File: config.mk
export PLATFORM = sky130hd
export DESIGN_NAME = demux1ne4_buf
export DESIGN_NICKNAME = d
export VERILOG_FILES = /design/src/rtl/demux1ne4_pkg.sv /design/src/rtl/demux_slot.sv /design/src/rtl/demux1ne4_buf.sv
export SDC_FILE = /design/constraint.sdc
export NUM_CORES = 1
export LEC_CHECK = 0
export CAP_MARGIN = 20
export CELL_PAD_IN_SITES_DETAIL_PLACEMENT = 0
export CELL_PAD_IN_SITES_GLOBAL_PLACEMENT = 1
export CORE_ASPECT_RATIO = 0.75
export CORE_MARGIN = 2
export CORE_UTILIZATION = 38
export CTS_CLUSTER_SIZE = 10
export DETAILED_ROUTE_END_ITERATION = 16
export PLACE_DENSITY_LB_ADDON = 0.1
export SLEW_MARGIN = 0
export SYNTH_ARGS = -nofsm -noshare
export SYNTH_HDL_FRONTEND = slang
export SYNTH_SLANG_ARGS = --single-unit
File: constraint.sdc
create_clock -name Clock -period 3.3 [get_ports Clock]
set_input_delay 0.495 -clock Clock [delete_from_list [all_inputs] [get_ports Clock]]
set_output_delay 0.495 -clock Clock [all_outputs]
set_load 0.05 [all_outputs]
File: src/rtl/demux1ne4_pkg.sv
// Shared constants and slot state type for the buffered 1-to-4 demultiplexer.
package demux1ne4_pkg;

  localparam int unsigned DEMUX_WIDTH = 24;
  localparam int unsigned DEMUX_SLOTS = 4;

  typedef enum logic {
    SLOT_EMPTY = 1'b0,
    SLOT_FULL  = 1'b1
  } slot_state_e;

endpackage

File: src/rtl/demux_slot.sv
// One output slot: data register plus EMPTY/FULL handshake FSM.
module demux_slot
  import demux1ne4_pkg::*;
#(
  parameter int unsigned WIDTH = DEMUX_WIDTH
) (
  input  logic             clk,
  input  logic             rst,
  input  logic             wr,
  input  logic [WIDTH-1:0] din,
  input  logic             rdy,
  output logic [WIDTH-1:0] dout,
  output logic             valid
);

  slot_state_e state, state_nxt;

  always_ff @(posedge clk) begin
    if (rst) state <= SLOT_EMPTY;
    else     state <= state_nxt;
  end

  // A write wins over a same-cycle drain so the slot stays full with the new word.
  always_comb begin
    state_nxt = state;
    if (wr)
      state_nxt = SLOT_FULL;
    else if (state == SLOT_FULL && rdy)
      state_nxt = SLOT_EMPTY;
  end

  always_ff @(posedge clk) begin
    if (rst)     dout <= '0;
    else if (wr) dout <= din;
  end

  assign valid = (state == SLOT_FULL);

endmodule

File: src/rtl/demux1ne4_buf.sv
// Buffered 1-to-4 demultiplexer top: write decode, ready select, slot array.
// Optional DEMUX1NE4_OVERWRITE_EN: always ready, full slots are overwritten and counted.
module demux1ne4_buf
  import demux1ne4_pkg::*;
#(
  parameter int unsigned WIDTH = DEMUX_WIDTH
) (
  input  logic                   Clock,
  input  logic                   Reset,
  input  logic [WIDTH-1:0]       Hyrja,
  input  logic [1:0]             S,
  input  logic                   HyrjaValid,
  output logic                   HyrjaReady,
  output logic [WIDTH-1:0]       Dalja0,
  output logic [WIDTH-1:0]       Dalja1,
  output logic [WIDTH-1:0]       Dalja2,
  output logic [WIDTH-1:0]       Dalja3,
  output logic [DEMUX_SLOTS-1:0] DaljaValid,
  input  logic [DEMUX_SLOTS-1:0] DaljaReady
`ifdef DEMUX1NE4_OVERWRITE_EN
  ,
  output logic [7:0]             Mbishkrime
`endif
);

  logic                   acc;
  logic [DEMUX_SLOTS-1:0] wr;
  logic [WIDTH-1:0]       dout [DEMUX_SLOTS];

`ifdef DEMUX1NE4_OVERWRITE_EN
  assign HyrjaReady = 1'b1;
`else
  assign HyrjaReady = ~DaljaValid[S] | DaljaReady[S];
`endif

  assign acc = HyrjaValid & HyrjaReady;

  always_comb begin
    wr = '0;
    if (acc) wr[S] = 1'b1;
  end

  for (genvar g = 0; g < DEMUX_SLOTS; g++) begin : g_slot
    demux_slot #(.WIDTH(WIDTH)) u_slot (
      .clk   (Clock),
      .rst   (Reset),
      .wr    (wr[g]),
      .din   (Hyrja),
      .rdy   (DaljaReady[g]),
      .dout  (dout[g]),
      .valid (DaljaValid[g])
    );
  end

  assign Dalja0 = dout[0];
  assign Dalja1 = dout[1];
  assign Dalja2 = dout[2];
  assign Dalja3 = dout[3];

`ifdef DEMUX1NE4_OVERWRITE_EN
  // Only a write landing on a full slot that is not draining discards a word.
  always_ff @(posedge Clock) begin
    if (Reset)
      Mbishkrime <= '0;
    else if (acc && DaljaValid[S] && !DaljaReady[S] && Mbishkrime != 8'hFF)
      Mbishkrime <= Mbishkrime + 8'd1;
  end
`endif

endmodule

## Word-level counts from Yosys, hierarchy flattened

Cells that the tools add are included.

- Input port bits: 33
- Register bits after elaboration: 100
- Word-level logic and storage cells: 37

- Reduce and logical (&&, ||, !) cells: 9
- Magnitude comparators: 2
- Multiplexer cells: 15
- Bitwise gates (word level): 3

Operators by type and width:

| operator | number |
|---|---|
| 1-bit 2-to-1 mux | 11 |
| 2-bit nonzero test | 4 |
| 1-bit logical AND | 5 |
| 1-bit binary-select mux with 2-bit select | 2 |
| 4-bit 2-to-1 mux | 1 |
| 2-bit by 3-bit < comparator with 1-bit output, second input constant | 1 |
| 1-bit demux with 2-bit select | 1 |
| 2-bit by 1-bit greater-or-equal comparator with 1-bit output, second input constant | 1 |
| 1-bit bitwise AND | 1 |
| 1-bit NOT | 1 |
| 1-bit bitwise OR | 1 |

## Logic depth before layout (Yosys ltp)

- Depth after elaboration: 7
- Depth in mapped cells: 5
- Depth with buffers taken out: 3

## Hierarchy

A second synthesis with hierarchy kept.

- Cells, all modules: 337
- Area total of the unflattened synthesis: 3744.8 µm²

Modules (own cells, without submodules):

| module | times used | area each (µm²) | cells an instance | sequential area each (µm²) |
|---|---|---|---|---|
| demux_slot | 4 | 910.9 | 82 | 500.5 |
| demux1ne4_buf | 1 | 101.3 | 9 | 0.0 |

## Worst setup path before layout

No wires, ideal clock.

- Kind: in2out
- Start point: in DaljaReady[0]
- End point: out HyrjaReady
- Slack: 1.393 ns
- Required time: 2.805 ns
- Arrival time: 1.412 ns
- Stages: 2
- Cells stage by stage: or2b_2 -> mux4_2

- Longest elaborated chain between the ends: 3

RTL lines:

| item | RTL line | RTL |
|---|---|---|
| start: declaration | demux1ne4_buf.sv:19 | `input logic [DEMUX_SLOTS-1:0] DaljaReady` |
| 1-bit binary-select mux with 2-bit select | demux1ne4_buf.sv:33 | `assign HyrjaReady = ~DaljaValid[S] \| DaljaReady[S];` |
| 1-bit 2-to-1 mux (implied by the code) | demux1ne4_buf.sv:33 |  |
| 1-bit bitwise OR | demux1ne4_buf.sv:33 |  |
| end: declaration | demux1ne4_buf.sv:13 | `output logic HyrjaReady,` |

Every way passes these cells. The select of a mux whose other input is x is not followed.

## Final worst setup path

Same ends and word-level chain as after synthesis.

==> key figures <==
Finish
  • Fillers: between 800 and 900
  • Ant diodes: 0
  • Share of post-route cells with drive strength above 1: 0.08732
  • Area Growth Syn to Fin: 38.26%
  • Final Non-Filler Cells: 617
  • Area of the multi-input gates: 0.001899 mm²
  • Final net count: 512
  • Seq. cell area: 0.002002 mm²

Global route
  • Vias in the first global route: ~2900
  • Initial antenna violation count: 0
  • GRT Util Overall: 0.1654
  • Pin count of the biggest net entering global routing: between 60 and 70
  • Grt total ovfl: 0
  • First-pass GRT wire length: 15350 µm

Synth
  • Average cell area after synthesis: 11.52 µm²
  • Seq/Total Area, Yosys: 0.4840
  • Syn Nets: 392
  • #FFs+latches synth: 100
  • Yosys warnings: 0
  • Number of library cell types mapped by synthesis: 19
  • Synth Instances: 359
  • Mapped Area: 0.004136 mm²

Floorplanning
  • CORE AREA: 0.01045 mm²
  • Die ar.: roughly 0.012 mm²
  • Die Y: 94.36 µm
  • I/O pin total: 134
  • Die X: 124.5 µm
  • Rows: 32
  • Starting utilization of the core area: 0.3958

STA
  • Count of final setup violators: 0
  • Pins Over Slew Limit: 0
  • Final period util: 0.8736
  • Final-report hold violation count: 0
  • Final setup TNS: 0 ns
  • Fmax: 0.3469 GHz
  • Setup Skew: 0.004711 ns
  • Max-Slew Margin vs Limit: 0.4594
  • Least-Margin Pin Slew: between 0.8 and 0.9 ns
  • RSZ-0062 raised after global routing: false
  • Fin crit period: 2.883 ns
  • Hold Slack: 0.4723 ns

Routing
  • Residual DRC: 0
  • Uppermost routed layer: met4
  • Metal3 WL: 702 µm
  • WL/cell: 15.43 µm
  • DRT Pass-1 Iters: 4
  • Metal-1 WL: 4448 µm
  • Initial drt markers: 115
  • DR vias: 2850
  • Total detailed-routing wirelength: 9520 µm
  • Met2 Routed Length: 4298 µm
  • Via density: 4.619
  • Routed Antenna Nets: 0

Clocking
  • Clock H-tree levels: 3
  • CTS Buf Count: 9
  • Post-CTS Resized: 0
  • Hold_buf cts: 0
  • Clk buf depth: 2
  • Clk_lat worst skew: 0.33 ns
  • Setup repair bufs after CTS: 0
  • Clock Root Buffer: clkbuf_16
  • CTS tree: done
  • Clock-pin slew on the worst setup and hold paths: approximately 0.060 ns
  • Clock sink count: 100

Critical path
  • Max stage delay on crit path: ~0.71 ns
  • Critical Path End Type: output pin
  • Worst EP required: around 2.8 ns
  • Most frequent CP cell: clkdlybuf4s50_1
  • Start of the worst register-to-register path: g_slot[0].u_slot.valid
  • Reg-to-reg slack, setup: approximately 1.8 ns
  • Critical setup path kind: in2out
  • CP cell instances: clkdlybuf4s50_1, or2b_2, mux4_2, clkdlybuf4s50_1
  • Critical-path top delay cell: clkdlybuf4s50_1
  • Startpoint Class: input port
  • FF-to-FF End: g_slot[0].u_slot.dout[1]
  • Critical path buffers and inverters: 2
  • Crit Path Max Fanout: 3
  • FF-to-FF path depth: 4
  • Critical Path AT: between 2 and 2.5 ns
  • CP top delay family: buffers and inverters

Hold path
  • Min-Delay Path Class: reg2reg
  • WHS Endpoint: g_slot[3].u_slot.dout[0]
  • Hold path cells: 2
  • Worst Hold Launch: g_slot[3].u_slot.dout[0]

Placed design
  • Dpl hpwl: 6210 µm
  • Port Buf Inserts: 133
  • Routability congestion estimate: 0.7346
  • Inst Count DP: 604

Power and ir drop
  • Lkg Pwr: 2.421 nW
  • VDD IR max: 0.2287 mV
  • PwrDens: ~470 mW/mm²

Flow run
  • Max-cap viol count: 0

Run status
  • Run status: finished clean
## synthesized netlist by cell type
cell	n	share of area
nand3b_2	1	0.0027
buf_8	1	0.0036
nand4b_1	1	0.0021
dfxtp_1	100	0.48
nor2b_4	1	0.0033
a21oi_1	4	0.0048
buf_4	5	0.0091
mux4_2	1	0.0054
nand2b_4	1	0.0033
buf_12	3	0.015
and4_1	1	0.0021
clkbuf_1	12	0.011
nand4_1	1	0.0015
nand2b_2	1	0.0021
nand3_4	1	0.0042
mux2i_1	96	0.23
buf_6	7	0.019
nand2b_1	105	0.16
or2b_2	17	0.036
## report_power, final
part | leakage, nW | total, mW | internal [mW] | switching [mW]
Sequential | 0.813 | 1.27 | 1.25 | 0.0223
Combinational | 1.47 | 0.428 | 0.173 | 0.255
Clock | 0.140 | 1.01 | 0.593 | 0.417
Total | 2.42 | 2.71 | 2.02 | 0.694
## through the flow
step / area, µm² / worst slack, ns / util / total power [mW]
4_1_cts: 5719 / 0.4029 / 0.5473 / 2.752
6_report: 5719 / 0.4171 / 0.5473 / 2.710
2_1_floorplan: 4136 / 1.393 / - / 1.587
3_5_place_dp: 5440 / 0.4059 / 0.5206 / 1.731
3_3_place_gp: 5440 / 0.4337 / 0.5206 / 1.727
5_1_grt: 5719 / 0.3633 / 0.5473 / 2.831
## how the worst max path moves through the flow
stage / from / end / slack, ns / depth (start not counted)
after floorplan: DaljaReady[0] / HyrjaReady / 1.39 / 2
after global placement: DaljaReady[0] / HyrjaReady / 0.43 / 4
after detailed placement: DaljaReady[0] / HyrjaReady / 0.41 / 4
after CTS: DaljaReady[0] / HyrjaReady / 0.40 / 4
after global routing: DaljaReady[0] / HyrjaReady / 0.36 / 4
final: DaljaReady[0] / HyrjaReady / 0.42 / 4
## final cells by class
class / count / area share
clock buffers: 10 / 0.04179
clock inverters: 3 / 0.007001
multi-input cells: 231 / 0.3321
flip-flops and latches: 100 / 0.3500
well taps: 136 / 0.02975
repair buffers: 137 / 0.2393
## layout by cell type, fill, tap and decap left out
master	synthesis	routed
bufinv_16	0	1
and4_2	0	1
or2b_2	17	17
nand2b_4	1	1
buf_12	3	1
mux2i_1	96	96
nand3b_2	1	1
nand4b_1	1	1
mux4_2	1	1
buf_4	5	3
nand4_1	1	1
nand2b_1	105	105
nor2b_4	1	1
nand3_4	1	1
dfxtp_1	100	100
a21oi_1	4	4
nand2b_2	1	1
clkdlybuf4s50_1	0	132
clkinv_2	0	2
clkbuf_8	0	1
buf_2	0	1
clkbuf_16	0	9
## sequential cells by signal, summed over array words and instances, names as in the netlist
register	cells
g_slot.u_slot.dout	96
g_slot.u_slot.valid	4
## worst min-delay path: cells and delay by family (launching register included)
family           cells  cell delay [ns]
multiplexers         1             0.06
flip-flops           1             0.31
AND/OR/NAND/NOR      1             0.06
## routing by layer
layer | track usage | up-vias
met1 | 0.2069 | 1348
met2 | 0.2623 | 78
met5 | 0 | -
li1 | - | 1419
met4 | 0.04775 | 0
met3 | 0.07139 | 5
## cell families after synthesis
group                  count (synthesis)  synth area share
buffers and inverters                 28           0.05717
multiplexers                          97            0.2377
AND/OR/NAND/NOR                      130            0.2163
flip-flops                           100            0.4840
AO/OA/AOI/OAI                          4          0.004840
No activity file was read; power rests on OpenSTA's default activity.
